--- src/rtl/jump_sequencer.sv ---
// Micro-program sequencer: drives the jump-condition mux select and computes the next upc.
// Optional WAIT timeout escape is enabled by defining JUMP_SEQ_WAIT_TIMEOUT_EN.
module jump_sequencer #(
  parameter int unsigned ADDR_W      = 6,
  parameter int unsigned TIMEOUT_CYC = 16
) (
  input  logic              clk,
  input  logic              rst_n,
  input  logic              instr_valid,
  output logic              instr_ready,
  input  logic [1:0]        op,
  input  logic [1:0]        cond_sel,
  input  logic [ADDR_W-1:0] jump_addr,
  input  logic              force_load,
  input  logic [ADDR_W-1:0] force_addr,
  output logic [1:0]        seleccion,
  input  logic              cond_y,
  output logic [ADDR_W-1:0] upc,
  output logic              jumped,
  output logic              timeout
);

  localparam logic [1:0] OpCont  = 2'b00;
  localparam logic [1:0] OpJmp   = 2'b01;
  localparam logic [1:0] OpJcond = 2'b10;
  localparam logic [1:0] OpWait  = 2'b11;
  localparam logic [ADDR_W-1:0] AddrOne = 1;

  typedef enum logic [1:0] {
    StIdle,
    StEval,
    StWait
  } state_e;

  state_e            r_state;
  logic [1:0]        r_op;
  logic [ADDR_W-1:0] r_addr;
  logic [ADDR_W-1:0] r_upc;
  logic [1:0]        r_sel;
  logic              r_jumped;
  logic              w_accept;
  logic [ADDR_W-1:0] w_upc_inc;

`ifdef JUMP_SEQ_WAIT_TIMEOUT_EN
  localparam int unsigned CntW = $clog2(TIMEOUT_CYC) + 1;
  localparam logic [CntW-1:0] CntOne  = 1;
  // Count value seen during the TIMEOUT_CYC-th cycle spent in EVAL+WAIT.
  localparam logic [CntW-1:0] CntLast = CntW'(TIMEOUT_CYC - 1);

  logic [CntW-1:0] r_cnt;
  logic            r_timeout;
`endif

  // A forced load blocks acceptance in the same cycle.
  assign instr_ready = (r_state == StIdle) && !force_load;
  assign w_accept    = instr_valid && instr_ready;
  assign w_upc_inc   = r_upc + AddrOne;

  assign upc       = r_upc;
  assign seleccion = r_sel;
  assign jumped    = r_jumped;

  always_ff @(posedge clk or negedge rst_n) begin
    if (!rst_n) begin
      r_state  <= StIdle;
      r_op     <= OpCont;
      r_addr   <= '0;
      r_upc    <= '0;
      r_sel    <= 2'b00;
      r_jumped <= 1'b0;
`ifdef JUMP_SEQ_WAIT_TIMEOUT_EN
      r_cnt     <= '0;
      r_timeout <= 1'b0;
`endif
    end else begin
      r_jumped <= 1'b0;
`ifdef JUMP_SEQ_WAIT_TIMEOUT_EN
      r_timeout <= 1'b0;
`endif
      if (force_load) begin
        r_upc   <= force_addr;
        r_state <= StIdle;
        r_op    <= OpCont;
      end else begin
        case (r_state)
          StIdle: begin
            if (w_accept) begin
              case (op)
                OpCont: r_upc <= w_upc_inc;
                OpJmp: begin
                  r_upc    <= jump_addr;
                  r_jumped <= 1'b1;
                end
                default: begin
                  r_op    <= op;
                  r_addr  <= jump_addr;
                  r_sel   <= cond_sel;
                  r_state <= StEval;
`ifdef JUMP_SEQ_WAIT_TIMEOUT_EN
                  r_cnt   <= '0;
`endif
                end
              endcase
            end
          end
          StEval: begin
            if (r_op == OpJcond) begin
              if (cond_y) begin
                r_upc    <= r_addr;
                r_jumped <= 1'b1;
              end else begin
                r_upc <= w_upc_inc;
              end
              r_state <= StIdle;
            end else if (cond_y) begin
              r_upc   <= w_upc_inc;
              r_state <= StIdle;
            end else begin
              r_state <= StWait;
`ifdef JUMP_SEQ_WAIT_TIMEOUT_EN
              r_cnt   <= r_cnt + CntOne;
`endif
            end
          end
          StWait: begin
            if (cond_y) begin
              r_upc   <= w_upc_inc;
              r_state <= StIdle;
`ifdef JUMP_SEQ_WAIT_TIMEOUT_EN
            end else if (r_cnt == CntLast) begin
              r_upc     <= r_addr;
              r_jumped  <= 1'b1;
              r_timeout <= 1'b1;
              r_state   <= StIdle;
            end else begin
              r_cnt <= r_cnt + CntOne;
`endif
            end
          end
          default: r_state <= StIdle;
        endcase
      end
    end
  end

`ifdef JUMP_SEQ_WAIT_TIMEOUT_EN
  assign timeout = r_timeout;
`else
  assign timeout = 1'b0;
`endif

endmodule
--- config.mk ---
export PLATFORM = sky130hd
export DESIGN_NAME = jump_sequencer
export DESIGN_NICKNAME = d
export VERILOG_FILES = /design/src/rtl/jump_sequencer.sv
export SDC_FILE = /design/constraint.sdc
export NUM_CORES = 1
export LEC_CHECK = 0
export ABC_AREA = 1
export ABC_CLOCK_PERIOD_IN_PS = 1900
export CAP_MARGIN = 20
export CELL_PAD_IN_SITES_DETAIL_PLACEMENT = 1
export CELL_PAD_IN_SITES_GLOBAL_PLACEMENT = 1
export CORE_ASPECT_RATIO = 1.25
export CORE_MARGIN = 5
export CORE_UTILIZATION = 31
export DETAILED_ROUTE_END_ITERATION = 7
export GPL_ROUTABILITY_DRIVEN = 0
export PLACE_DENSITY = 0.82
export SYNTH_ARGS = -nofsm -noshare
export SYNTH_HDL_FRONTEND = slang
export SYNTH_SLANG_ARGS = --single-unit
--- constraint.sdc ---
create_clock -name clk -period 1.9 [get_ports clk]
set_clock_uncertainty 0.05 [all_clocks]
set_input_delay 0.38 -clock clk [delete_from_list [all_inputs] [get_ports clk]]
set_output_delay 0.38 -clock clk [all_outputs]
set_load 0.05 [all_outputs]
# Word level (Yosys, flattened, before mapping)
# Index checks and enable logic that the tools add are counted.
# totals
elab_cells,55
inputBits,21
output_inout_bits,11
reg_bits,19
# classes
eq_ne,9
n_reduce_logical,13
n_mux,24
addsub,1
bitwise_logic,2
# ops
op,count
$mux 6,5
$mux 2,10
$pmux 6 s3,1
$pmux 6 s2,1
$ne 3x3->1 const B,3
$reduce_and 3->1,3
$add 6x1->6 const B,1
$pmux 2 s3,1
$mux 1,5
$eq 2x1->1 const B,2
$eq 2x2->1 const B,2
$logic_not 2->1,2
$ne 4x2->1 const B,1
$reduce_and 4->1,1
$reduce_bool 2->1,2
$reduce_bool 4->1,1
$logic_and 1x1->1,2
$ne 2x1->1 const B,1
$not 1->1,2
$pmux 1 s2,1
$reduce_or 2->1,1
$logic_not 1->1,1

# Depth between registers and ports, before layout
# Gate-level depths: netlist of run 1.
# depth
word_depth,6
depth_mapped,11
ltp_nobuf,11

# Worst setup path before layout of run 1
# OpenSTA, ideal clock, no wires.
# synth_path
path_type,reg-to-reg
start,"register r_upc[0], in the netlist upc[0]"
end,"register r_upc[4], in the netlist upc[4]"
stages_incl_launch_ff,11
path_buffers,0
arrival_ns,1.624
setup_time_ns,0.118
slack_ns,0.108
path_cell_list,dfrtp_1 ha_1 nand3_1 xor2_1 nand2_1 nand2_1 nand3_1 nand2_1 nand2_1 nand2_1 nand2_1
# synth_via
elab_chain_len,5
# synth_lines
item,line,source
from (decl),38,logic [ADDR_W-1:0] r_upc;
from (signal assigned),81,r_upc <= force_addr;
from (signal assigned),89,OpCont: r_upc <= w_upc_inc;
from (signal assigned),91,r_upc <= jump_addr;
$add 6x1->6 *,57,assign w_upc_inc = r_upc + AddrOne;
"$pmux 6 s2, or another cell as far along",88,case (op)
"$mux 6, on equally long branches","87, 107",
$pmux 6 s3 *,85,case (r_state)
$mux 6 *,80,if (force_load) begin
# Every way passes the cells marked *; elsewhere a longest branch is shown, timed or not. The select of a mux whose other input is x is not followed.
# A chain may end at the register's enable or synchronous reset.

# Final worst setup path of run 1
# layout_path
start,register r_state[0]
end,output port instr_ready
# layout_via
elab_chain_len,2
# layout_lines
item,line,source
from (decl),35,state_e r_state;
from (signal assigned),65,r_state <= StIdle;
from (signal assigned),82,r_state <= StIdle;
from (signal assigned),98,r_state <= StEval;
$logic_not 2->1,55,assign instr_ready = (r_state == StIdle) && !force_load;
$logic_and 1x1->1,55,
to (decl),10,"output logic instr_ready,"
# No other way between the ends.

==> results of run 1 <==
power groups by stage:
stage	registers [W]	clock network [W]	logic, W
after floorplan	0.00102	0	0.000997
after global placement	0.000756	0	0.00187
after detailed placement	0.000767	0	0.00194
after CTS	0.000759	0.000312	0.00199
after global routing	0.000794	0.000322	0.00215
final	0.000763	0.000307	0.00197
repair_timing:
| item | CTS | global route |
|---|---|---|
| pin swaps | 0 | 0 |
| endpoints found under the setup margin | 1 | 1 |
| gates resized for setup | 3 | 2 |
Yosys cell counts (all sizes together):
library cell	count
inv	22
xor2	2
or2	2
o21ai	10
a21oi	10
nand3	14
nor3	1
conb	1
nor2	20
nand2	62
mux2	5
nand4	1
o21bai	1
buf	6
a31oi	2
o2111ai	1
a22oi	2
dfrtp	19
xnor2	2
o211ai	4
ha	4
o21a	2
logic make-up (layout without fill, tap and decap cells):
kind of cell,Yosys count,count (layout),synth area share (%)
xor+xnor,4,4,2.48
mux,5,5,4.25
flops,19,19,33.7
other cells,1,1,0.266
simple gates,100,100,32.3
buf+inv,28,73,9.57
fa+ha+maj,4,4,3.55
compound gates,32,32,13.9
metal layers:
metal	vias up	wire length [um]
met3	15	123
met4	0	201
met2	32	2370
met1	712	1820
met5	-	0
li1	707	-
area by class of cell:
cell class | instances | area share, %
well taps | 58 | 3.80
repair buffers | 47 | 21.7
flip-flops and latches | 19 | 24.9
clock inverters | 1 | 0.262
inverters | 22 | 4.71
multi-input cells | 146 | 42.5
clock buffers | 3 | 2.16
worst max-delay path by stage:
stage | slack (ns) | to | cells past startpoint
CTS | 0.0002 | instr_ready | 6
global placement | -0.05 | upc[2] | 8
finish | 0.06 | instr_ready | 6
floorplan | 0.11 | upc[4] | 10
global route | 0.003 | instr_ready | 6
detailed placement | -0.09 | upc[2] | 8
critical path, cell delays in order, from the launching register on:
cell and delay (ns):
dfrtp_1 0.41, inv_2 0.10, ha_4 0.17, nand2_8 0.07, buf_4 0.13, inv_1 0.10, buf_12 0.14
per-stage QoR:
stage                     area, um2  TNS (ns)  cells
final                          1910         0    296
after global routing           1910         0    296
after CTS                      1910         0    296
after detailed placement       1850    -0.343    292
after global placement         1850   -0.0450    292
after floorplan                1410         0    193
registers in the layout (all words and copies together), names as in the netlist:
name       cells
r_op           2
seleccion      2
upc            6
r_state        2
jumped         1
r_addr         6
==> impl_metrics.csv, run 1 <==
group,metric,value,unit
status,status,"completed",
floorplan,die_area,6010,um2
layout,final_util,43.2,%
global_route,track_usage,15.4,%
cts,clk_path_buf_depth,2,
global_route,antenna_found_initial,0,
timing,final_period_minus_worst_setup_slack,1.84,ns
cts,cts_buffers,3,
layout,layout_common_cells,"60 x nand2_1, 26 x buf_4, 19 x clkdlybuf4s50_1, 19 x dfrtp_1, 18 x nor2_1",
global_route,gr-max-usage-layer,"met2",
yosys,syn_avg_cell_area,7.31,um2
pwr,power.leakage,0.939,nW
route,first_pass_iters,4,
yosys,yosys.area.top_type,"dfrtp_1",
pwr,pwr-share-clk,10.1,%
setup_path,regToRegSetupSlack,0.23,ns
timing,rsz0062_at_grt,"no",
layout,syn2layout_area_growth,35.5,%
floorplan,die_y,85.4,um
timing,report.final.slew_viol_count,0,
pwr,p_comb_share,64.8,%
timing,hold_viol_final,0,
setup_path,cp.arrival,1.41,ns
floorplan,core_area,4430,um2
global_route,grtUsageMet2,27.9,%
placement,port_buffers,30,
route,vias,1466,
route,wl_per_cell,15.2,um
yosys,syn-num-nets,218,
floorplan,start_util,31.9,%
cts,root_buffer,"clkbuf_8",
yosys,postSynthCellCount,193,
setup_path,worst-setup-path-type,"reg -> out",
cts,clock_latency,0.27,ns
pwr,ir_worst_vdd,0.000496,V
yosys,ys_ff_latch,19,
setup_path,cp.required,1.47,ns
setup_path,rr_endpoint,"upc[4]",
route,drt-vias-per-instance,4.95,
yosys,synth_top_area_share,33.7,%
cts,path_clk_slew,0.08,ns
yosys,ys_warn_count,0,
global_route,met1_usage,16.8,%
yosys,netlist_area,1410,um2
layout,regArea,475,um2
pwr,internal_power,0.00149,W
cts,post-cts-setup-buffer-count,0,
global_route,grt_overflow,0,
layout,nFillCells,570,
timing,period_share,96.9,%
floorplan,die_w,70.4,um
route,drc_errors,0,
yosys,seq_area_frac_synth,33.7,%
layout,final_common_cell,"nand2_1",
cts,ctsHoldBuffers,0,
timing,fin_ws,0.0598,ns
setup_path,r2r-start,"r_state[1]",
floorplan,row_count,27,
placement,dp_hpwl,3650,um
pwr,seqPwrFrac,25.1,%
global_route,grt_pass1_wl,7330,um
pwr,switching_power,0.00155,W
setup_path,worstRegToRegCells,11,
pwr,switching_share,51.0,%
yosys,synth_area_leaders,"dfrtp_1 34%, nand2_1 16%, nand3_1 5.0%",
run,maxCapViolations,0,
cts,cts_tree,"done",
setup_path,setup.worst_path.end_class,"output port",
global_route,use_met3,1.78,%
layout,diodes,0,
yosys,yosys.cell_types.count,34,
cts,clock-sinks,19,
cts,cts_max_level,1,
layout,final_nets,264,
route,drt_iter0_drc,86,
setup_path,crit_fanout,4,
setup_path,crit_start,"r_state[0]",
timing,fmax,543,MHz
timing,finalSetupViolCount,0,
route,drtAntennaViolNets,0,
setup_path,startpoint_type,"flip-flop",
pwr,p_total,0.00304,W
layout,multi_input_area,813,um2
global_route,grt_pass1_vias,1587,
pwr,power_density,1590,nW/um2
floorplan,io_pins,32,
timing,hold_slack,0.394,ns
layout,drive_gt1_share,20.6,%
hold_path,holdCritPathClass,"in -> async",
route,wl,4510,um
placement,post-place-ws,-0.0870,ns
global_route,grt_max_degree,20,
(Power assumes the default switching activity.)
==> run 2: changes to the inputs <==
--- a/config.mk
+++ b/config.mk
@@ -15,6 +15,7 @@
 export CORE_UTILIZATION = 31
 export DETAILED_ROUTE_END_ITERATION = 7
 export GPL_ROUTABILITY_DRIVEN = 0
+export HOLD_SLACK_MARGIN = 0.02
 export PLACE_DENSITY = 0.82
 export SYNTH_ARGS = -nofsm -noshare
 export SYNTH_HDL_FRONTEND = slang
==> results of run 2 <==
Final layout, timing and power as in run 1 (identical DEF).
==> run 3: changes to the inputs <==
--- a/config.mk
+++ b/config.mk
@@ -14,7 +14,7 @@
 export CORE_MARGIN = 5
 export CORE_UTILIZATION = 31
 export DETAILED_ROUTE_END_ITERATION = 7
-export GPL_ROUTABILITY_DRIVEN = 0
+export GPL_ROUTABILITY_DRIVEN = 1
 export HOLD_SLACK_MARGIN = 0.02
 export PLACE_DENSITY = 0.82
 export SYNTH_ARGS = -nofsm -noshare
==> results of run 3 <==
Final layout, timing and power as in run 1 (identical DEF).
